==> src/rtl/ram_cipher_bridge_pkg.sv <==
// ram_cipher_bridge_pkg: shared definitions for the receive-RAM -> cipher ->
// send-RAM bridge.
//   state_e          FSM state encoding (IDLE, LOAD, CIPHER, STORE, FINISH)
//   NIBBLES_PER_BLK  nibbles packed into one cipher block
//   BLKS_PER_BUF     cipher blocks per 512-byte buffer
package ram_cipher_bridge_pkg;

  localparam int unsigned NIBBLES_PER_BLK = 16;
  localparam int unsigned BLKS_PER_BUF    = 64;

  typedef enum logic [2:0] {
    ST_IDLE   = 3'd0,
    ST_LOAD   = 3'd1,
    ST_CIPHER = 3'd2,
    ST_STORE  = 3'd3,
    ST_FINISH = 3'd4
  } state_e;

endpackage

==> src/rtl/nibble_shift64.sv <==
// nibble_shift64: block register loaded one nibble per cycle MSB-first, plus
// the nibble selector used when storing a result word.
//   iclk, irst   clock, synchronous active-high reset (clears block register)
//   ishift_en    shift inibble into the low end of the block register
//   inibble      nibble from receive RAM
//   oblk         block register contents
//   isel_word    word to pick a nibble from
//   isel_idx     nibble index, 0 = most significant nibble
//   osel_nibble  selected nibble
module nibble_shift64 #(
  parameter int unsigned BLK_W = 64
) (
  input  logic             iclk,
  input  logic             irst,
  input  logic             ishift_en,
  input  logic [3:0]       inibble,
  output logic [BLK_W-1:0] oblk,
  input  logic [BLK_W-1:0] isel_word,
  input  logic [3:0]       isel_idx,
  output logic [3:0]       osel_nibble
);

  logic [BLK_W-1:0] blk_q, blk_d;
  logic [BLK_W-1:0] sel_shifted;

  always_comb begin
    blk_d = blk_q;
    if (ishift_en) blk_d = {blk_q[BLK_W-5:0], inibble};
  end

  always_ff @(posedge iclk) begin
    if (irst) blk_q <= '0;
    else      blk_q <= blk_d;
  end

  assign oblk = blk_q;

  // Shift the wanted nibble up to the top so index 0 is always the MSB nibble.
  always_comb begin
    sel_shifted = isel_word << (4 * isel_idx);
    osel_nibble = sel_shifted[BLK_W-1 -: 4];
  end

endmodule

==> src/rtl/ram_cipher_bridge.sv <==
// ram_cipher_bridge: reads a 1024-nibble receive RAM block by block, packs 16
// nibbles MSB-first into a cipher block, hands it to an external cipher core,
// and writes the result nibbles to the send RAM at the same addresses.
//   iclk, irst             clock, synchronous active-high reset
//   istart                 start processing (honoured only when idle)
//   ord_addr / irdata      receive-RAM read port (data one cycle after address)
//   owr_addr/owdata/owrite_en  send-RAM write port
//   oblock/ocipher_start   block to cipher and one-cycle start pulse
//   iblock/icipher_done    cipher result and completion strobe
//   obusy / odone          processing flag, one-cycle completion pulse
//   ibypass                (only with RCB_BYPASS_EN) copy block instead of ciphering
module ram_cipher_bridge
  import ram_cipher_bridge_pkg::*;
#(
  parameter int unsigned ADDR_W = 10,
  parameter int unsigned BLK_W  = 64
) (
  input  logic              iclk,
  input  logic              irst,
  input  logic              istart,
`ifdef RCB_BYPASS_EN
  input  logic              ibypass,
`endif
  output logic [ADDR_W-1:0] ord_addr,
  input  logic [3:0]        irdata,
  output logic [ADDR_W-1:0] owr_addr,
  output logic [3:0]        owdata,
  output logic              owrite_en,
  output logic [BLK_W-1:0]  oblock,
  output logic              ocipher_start,
  input  logic [BLK_W-1:0]  iblock,
  input  logic              icipher_done,
  output logic              obusy,
  output logic              odone
);

  localparam int unsigned BCNT_W = ADDR_W - 4;
  localparam logic [BCNT_W-1:0] LAST_BLK = BCNT_W'(BLKS_PER_BUF - 1);

  state_e             state_q, state_d;
  logic [BCNT_W-1:0]  blk_q, blk_d;
  logic [4:0]         k_q, k_d;
  logic [BLK_W-1:0]   res_q, res_d;
  logic [ADDR_W-1:0]  ord_addr_q, ord_addr_d;
  logic [ADDR_W-1:0]  owr_addr_q, owr_addr_d;
  logic [3:0]         owdata_q, owdata_d;
  logic               owrite_en_q, owrite_en_d;
  logic               cstart_q, cstart_d;
  logic               busy_q, busy_d;
  logic               done_q, done_d;
  logic               bypass_q, bypass_d;
  logic               byp_in;
  logic               shift_en;
  logic [BLK_W-1:0]   blk_word;
  logic [3:0]         sel_nibble;
  logic [3:0]         k_inc;

`ifdef RCB_BYPASS_EN
  assign byp_in = ibypass;
`else
  assign byp_in = 1'b0;
`endif

  nibble_shift64 #(.BLK_W(BLK_W)) u_shift (
    .iclk        (iclk),
    .irst        (irst),
    .ishift_en   (shift_en),
    .inibble     (irdata),
    .oblk        (blk_word),
    .isel_word   (res_d),
    .isel_idx    (k_d[3:0]),
    .osel_nibble (sel_nibble)
  );

  assign k_inc = k_q[3:0] + 4'd1;

  always_comb begin
    state_d     = state_q;
    blk_d       = blk_q;
    k_d         = k_q;
    res_d       = res_q;
    ord_addr_d  = ord_addr_q;
    owr_addr_d  = owr_addr_q;
    owrite_en_d = 1'b0;
    cstart_d    = 1'b0;
    busy_d      = busy_q;
    done_d      = 1'b0;
    bypass_d    = bypass_q;
    shift_en    = 1'b0;
    unique case (state_q)
      ST_IDLE: begin
        busy_d = 1'b0;
        if (istart) begin
          state_d    = ST_LOAD;
          blk_d      = '0;
          k_d        = '0;
          ord_addr_d = '0;
          busy_d     = 1'b1;
          bypass_d   = byp_in;
        end
      end
      ST_LOAD: begin
        // Read data lags the address by one cycle, so capture runs k=1..16.
        shift_en = (k_q != 5'd0);
        if (k_q == 5'd16) begin
          state_d  = ST_CIPHER;
          k_d      = '0;
          cstart_d = ~bypass_q;
        end else begin
          k_d = k_q + 5'd1;
          if (k_q < 5'd15) ord_addr_d = {blk_q, k_inc};
        end
      end
      ST_CIPHER: begin
        // k_q marks the first CIPHER cycle; bypass copies on the second one,
        // behaving like a cipher that answers one cycle after start.
        k_d = 5'd1;
        if (bypass_q ? (k_q != 5'd0) : icipher_done) begin
          res_d       = bypass_q ? blk_word : iblock;
          state_d     = ST_STORE;
          k_d         = '0;
          owrite_en_d = 1'b1;
          owr_addr_d  = {blk_q, 4'd0};
        end
      end
      ST_STORE: begin
        if (k_q[3:0] == 4'd15) begin
          if (blk_q == LAST_BLK) begin
            state_d = ST_FINISH;
            done_d  = 1'b1;
          end else begin
            state_d    = ST_LOAD;
            blk_d      = blk_q + BCNT_W'(1);
            k_d        = '0;
            ord_addr_d = {blk_d, 4'd0};
            bypass_d   = byp_in;
          end
        end else begin
          k_d         = k_q + 5'd1;
          owrite_en_d = 1'b1;
          owr_addr_d  = {blk_q, k_inc};
        end
      end
      ST_FINISH: begin
        state_d = ST_IDLE;
        busy_d  = 1'b0;
      end
      default: state_d = ST_IDLE;
    endcase
  end

  // Write data is registered alongside the address, picked from next-state
  // result word and index so it lines up with owr_addr.
  always_comb begin
    owdata_d = owdata_q;
    if (owrite_en_d) owdata_d = sel_nibble;
  end

  always_ff @(posedge iclk) begin
    if (irst) begin
      state_q     <= ST_IDLE;
      blk_q       <= '0;
      k_q         <= '0;
      res_q       <= '0;
      ord_addr_q  <= '0;
      owr_addr_q  <= '0;
      owdata_q    <= '0;
      owrite_en_q <= 1'b0;
      cstart_q    <= 1'b0;
      busy_q      <= 1'b0;
      done_q      <= 1'b0;
      bypass_q    <= 1'b0;
    end else begin
      state_q     <= state_d;
      blk_q       <= blk_d;
      k_q         <= k_d;
      res_q       <= res_d;
      ord_addr_q  <= ord_addr_d;
      owr_addr_q  <= owr_addr_d;
      owdata_q    <= owdata_d;
      owrite_en_q <= owrite_en_d;
      cstart_q    <= cstart_d;
      busy_q      <= busy_d;
      done_q      <= done_d;
      bypass_q    <= bypass_d;
    end
  end

  assign ord_addr      = ord_addr_q;
  assign owr_addr      = owr_addr_q;
  assign owdata        = owdata_q;
  assign owrite_en     = owrite_en_q;
  assign oblock        = blk_word;
  assign ocipher_start = cstart_q;
  assign obusy         = busy_q;
  assign odone         = done_q;

endmodule

==> config.mk <==
export PLATFORM = sky130hd
export DESIGN_NAME = ram_cipher_bridge
export DESIGN_NICKNAME = d
export VERILOG_FILES = /design/src/rtl/ram_cipher_bridge_pkg.sv /design/src/rtl/nibble_shift64.sv /design/src/rtl/ram_cipher_bridge.sv
export SDC_FILE = /design/constraint.sdc
export NUM_CORES = 1
export LEC_CHECK = 0
export ABC_AREA = 1
export BUFFER_PORTS_ARGS = -buffer_cell sky130_fd_sc_hd__buf_2
export CAP_MARGIN = 20
export CORE_ASPECT_RATIO = 1.4
export CORE_MARGIN = 2
export CORE_UTILIZATION = 30
export CTS_CLUSTER_DIAMETER = 100
export DETAILED_ROUTE_END_ITERATION = 10
export MAX_ROUTING_LAYER = met4
export PLACE_DENSITY = 0.46
export SYNTH_ARGS = -nofsm -noshare
export SYNTH_HDL_FRONTEND = slang
export SYNTH_HIERARCHICAL = 1
export SYNTH_SLANG_ARGS = --single-unit
==> constraint.sdc <==
create_clock -name iclk -period 3.5 [get_ports iclk]
set_clock_uncertainty 0.15 [all_clocks]
set_input_delay 0.175 -clock iclk [delete_from_list [all_inputs] [get_ports iclk]]
set_output_delay 0.175 -clock iclk [all_outputs]
set_load 0.05 [all_outputs]
## After elaboration in Yosys (flattened, before gate mapping)

Index checks and enable logic that the tools add are counted.

| word-level totals | value |
|---|---|
| register bits after elaboration | 171 |
| output and inout port bits | 92 |

| cells by class | value |
|---|---|
| add/sub/neg operators | 3 |
| order comparisons | 1 |
| eq/ne operators | 16 |
| shift-type cells | 1 |
| multiplexer cells | 40 |
| bitwise gates (word level) | 5 |
| reductions and logical operators | 14 |

Operator list:

| cell | count |
|---|---|
| 64-bit 2-to-1 mux | 3 |
| 10-bit 2-to-1 mux | 7 |
| 64-bit by 6-bit left shift with 64-bit output | 1 |
| 10-bit one-hot mux with 3 select lines | 1 |
| 5-bit 2-to-1 mux | 4 |
| 10-bit one-hot mux with 2 select lines | 1 |
| 5-bit one-hot mux with 4 select lines | 1 |
| 6-bit 2-to-1 mux | 3 |
| 2-bit != test, second input constant | 8 |
| 3-bit 2-to-1 mux | 5 |
| 3-bit one-hot mux with 4 select lines | 1 |
| 6-bit one-hot mux with 2 select lines | 1 |
| 1-bit 2-to-1 mux | 10 |
| 4-bit AND reduction | 2 |
| 6-bit by 1-bit adder with 6-bit output, second input constant | 1 |
| 3-bit by 2-bit equality test with 1-bit output, second input constant | 2 |
| 6-bit equality test, second input constant | 1 |
| 1-bit one-hot mux with 2 select lines | 3 |
| 3-bit AND reduction | 2 |
| 6-bit AND reduction | 1 |
| 2-bit nonzero test | 3 |
| 3-bit OR reduction | 2 |
| 5-bit by 1-bit adder with 5-bit output, second input constant | 1 |
| 5-bit equality test, second input constant | 1 |
| 11 further kinds | 15 |

## Logic depth before layout (Yosys ltp)

| logic depth | value |
|---|---|
| depth after elaboration | 5 |
| gate-level depth with buffers | 19 |
| gate-level depth less buffers | 16 |

## By module

Netlist, hierarchy kept.

By module, submodules not included:

| module | times used | cells each | area each (µm²) | sequential area each (µm²) |
|---|---|---|---|---|
| ram_cipher_bridge | 1 | 693 | 4,991.0 | 2,122.0 |
| nibble_shift64 | 1 | 472 | 3,035.4 | 1,281.2 |

## Worst setup path before layout

OpenSTA, ideal clock, no wires.

| timing path | value |
|---|---|
| path type | register -> register |
| start | register blk_q[0] |
| end | register owdata_q[0] (netlist: owdata[0]) |
| library setup time | 116 ps |
| data arrival time | 1,936 ps |
| required time | 3,234 ps |
| slack | 1,297 ps |
| cell stages (with the launch flop) | 17 |
| clock period less this slack | 2,203 ps |
| path through | dfxtp_1 > ha_1 > nand3_1 > nor2_1 > nand2_1 > nand2_1 > nand2_1 > nand3_1 > buf_6 > buf_4 > nand2_1 > nand3_1 > nand3_1 > nand3_1 > nand2_1 > nor2_1 > nor2_1 |

| between the ends | value |
|---|---|
| cells in the longest elaborated chain, start to end | 5 |

RTL lines:

| element | RTL line | RTL |
|---|---|---|
| start: declaration | ram_cipher_bridge.sv:41 | `logic [BCNT_W-1:0] blk_q, blk_d;` |
| start signal: assignment | ram_cipher_bridge.sv:175 | `blk_q <= blk_d;` |
| 6-bit equality test | ram_cipher_bridge.sv:128 | `if (blk_q == LAST_BLK) begin` |
| 5-bit 2-to-1 mux | ram_cipher_bridge.sv:128 |  |
| 5-bit 2-to-1 mux | ram_cipher_bridge.sv:127 | `if (k_q[3:0] == 4'd15) begin` |
| 5-bit one-hot mux with 4 select lines | ram_cipher_bridge.sv:90 | `unique case (state_q)` |
| via k_d[0] | ram_cipher_bridge.sv:42 | `logic [4:0] k_q, k_d;` |
| 64-bit by 6-bit left shift with 64-bit output | nibble_shift64.sv:40 | `sel_shifted = isel_word << (4 * isel_idx);` |
| via sel_nibble[0] | ram_cipher_bridge.sv:55 | `logic [3:0] sel_nibble;` |
| end signal: assignment | ram_cipher_bridge.sv:180 | `owdata_q <= owdata_d;` |
| end: declaration | ram_cipher_bridge.sv:46 | `logic [3:0] owdata_q, owdata_d;` |

The timed path passes the listed nets, and every way through them passes these cells. The select of a mux whose other input is x is not followed.
A chain may end at the register's enable or synchronous reset.

## Worst setup path after layout

Same ends and word-level chain as after synthesis.

==> results.md <==
- First-pass GRT wire length: 35.6 mm
- Util after Layout: 39.3%
- Vias: 7398
- RSZ-0062 raised after global routing: false
- Lkg Pwr: 0.00467 uW
- CTS tree: built
- Area of the multi-input gates: 3420 um^2
- Post-route DRC violation count: 0
- Max VDD drop: 375 uV
- Startpoint types: register
- Asr flop ratio synth: 0%
- Clock transition at path regs: 0.07 ns
- Most used cell, CP: nand2_1
- CTS sink cnt: 170
- 1st-pass router iterations: 4
- FF+latch area: 3400 um^2
- Maxcap violations: 0
- CP arrival: 3.02 ns
- Crit path largest cell delay: 0.45 ns
- Power per cell area: 743 nW/um^2
- DR iter-0 viols: 400
- Initial antenna violation count: 0
- Area grow syn2layout: 28.3%
- Syn_area_per_cell: 6.89 um^2
- Worst R2R Path Depth: 17
- Clk Latency, worst-skew pair: 0.44 ns
- Mapped Nets: 1241
- WL per Instance: 13.0 um
- Number of flops mapped to enable cells by yosys: 0
- Chip height: 198 um
- GRT Total Usage: 16.4%
- Worst-Margin Slew: 0.772 ns
- Die Area: 28100 um^2
- Buffers on Ports: 163
- Clk buf depth: 2
- Via density per instance: 4.34
- Post-synthesis cell count: 1165
- Root Buffer: clkbuf_16
- Ranking of synthesized cells by area: dfxtp_1, nand2_1, nor2_1
- CP max FO: 33
- Count of inserted antenna diode cells: 0
- Setup TNS: 0 ns
- Top FF cell, synth: dfxtp_1
- Worst Hold Depth: 4
- Num CTS Buffers: 17
- Fin nets: 1445
- Nature of the critical path endpoint: register
- Max-slew headroom: 48.5%
- Placed cells: 1605
- Register area share after synthesis: 42.4%
- Layout fillers: 2877
- GR Overflow Total: 0
- Worst endpoint required time: 3.68 ns
- Gpl congestion: 0.842
- Routed Antenna Nets: 0
- Post-Layout Inst Area: 10300 um^2
- WS Path Type: reg2reg
- Slew Viols, Final: 0
- DP Wirelength: 15.2 mm
- PostCTS Resize Cnt: 0
- Hold WC Path Type: in2reg
- Post-synth cell types: 35
- Clock period minus worst slack: 2.84 ns
- Initial Util: 30.6%
- Die Span X: 142 um
- Htree depth: 4
- Synthesized flop and latch total: 170
- Mapped Area: 8030 um^2
- Critical Path Slowest Stage Cell: dfxtp_1
- Vias in the first global route: 6951
- Share of layout cells above drive strength 1: 23.5%
- Crit-path cells: ha_1, nand3_1, nor2_1, nand2_1, nand2_1, nand2_1, nand3_1, buf_4, inv_6, nand2_1, nand2_1, nand2_1, nand3_1, nand3_1, nand2_1, nor2_1, nor2_1
- Final setup vio count: 0
- Pin count of the biggest net entering global routing: 146
- Most area-hungry cell type in the Yosys netlist: dfxtp_1
- Most frequent cell after synthesis: nand2_1
- Core footprint: 26200 um^2
- Status: completed
- I/O pin total: 164
- FMAX: 0.352 GHz
- Area fraction of the dominant cell type after synthesis: 42.4%
- Routed wire length: 22.2 mm
- Synth Warn #: 6
- Post-DP Area: 9000 um^2
- Post-synth top cells: nand2_1, nor2_1, dfxtp_1, inv_1, a21oi_1
- Tcrit/Tclk final: 81.1%
- Row count: 70
- Final Non-Filler Cells: 1706
- Final hold vios: 0
-- critical path: cells and delay by family, from the launching register on --
kind,cells,cell delay [ns]
fa+ha+maj,1,0.23
buf+inv,2,0.51
flops,1,0.45
simple gates,14,1.39
-- cells by family (layout without fill, tap and decap cells) --
group / Yosys count / count (layout) / synth area share (%)
flops: 170 / 170 / 42.4
buf+inv: 272 / 489 / 15.0
simple gates: 548 / 548 / 28.0
compound gates: 170 / 170 / 13.8
xor+xnor: 1 / 1 / 0.109
fa+ha+maj: 4 / 4 / 0.624
-- per-stage QoR --
stage | total power, uW | hold slack, ns | worst slack, ns
2_1_floorplan | 5120 | 0.172 | 1.30
3_3_place_gp | 5690 | 0.288 | 0.764
3_5_place_dp | 5690 | 0.283 | 0.645
4_1_cts | 7770 | 0.154 | 0.616
5_1_grt | 8250 | 0.187 | 0.303
6_report | 7650 | 0.157 | 0.661
-- timing repair --
action	CTS	global route
hold buffers	69	0
setup endpoints to repair	0	0
buffers inserted	0	0
hold endpoints to repair	69	0
-- sequential cells by signal, summed over array words and instances (netlist names) --
| register | count |
|---|---|
| u_shift/oblk | 64 |
| res_q | 64 |
| state_q | 3 |
| ocipher_start | 1 |
| obusy | 1 |
| owr_addr | 10 |
| ord_addr | 10 |
| odone | 1 |
| blk_q | 6 |
| k_q | 5 |
| owdata | 4 |
| owrite_en | 1 |
-- area by class of cell --
cell class,count,share of cell area (%)
clock buffers,20,4.43
inverters,212,7.81
repair buffers,245,16.1
clock inverters,12,1.47
flip-flops and latches,170,33.0
well taps,324,3.94
multi-input cells,723,33.2
-- cell usage in the layout, fill, tap and decap left out, types with 40 or more instances in the layout --
| master | instances |
|---|---|
| a21oi_1 | 84 |
| a21oi_2 | 60 |
| buf_2 | 162 |
| dfxtp_1 | 170 |
| dlygate4sd3_1 | 69 |
| inv_1 | 169 |
| inv_2 | 40 |
| nand2_1 | 273 |
| nand3_1 | 69 |
| nor2_1 | 184 |
-- power by group --
group	leakage, uW	internal (uW)	total, uW	switching [uW]
Clock	0.000290	1110	1980	863
Sequential	0.00138	2230	2410	178
Combinational	0.00301	1010	3260	2250
-- path summary, 6_finish.rpt --
kind                            to              from  slack [ns]
setup / recovery         owdata[0]          blk_q[0]        0.66
hold / removal              k_q[0]      icipher_done        0.16
setup reg to reg         owdata[0]          blk_q[0]        0.66
hold reg to reg   u_shift/oblk[62]  u_shift/oblk[62]        0.31
-- routing by layer --
layer  vias up  part of all wire [%]  GRT usage [%]
li1       3944                     -              -
met1      3317                    47           20.0
met2       124                    49           27.9
met3        13                   3.0           2.93
met4         0                  0.96           4.22
met5         -                     0              -
(Power assumes the default switching activity.)
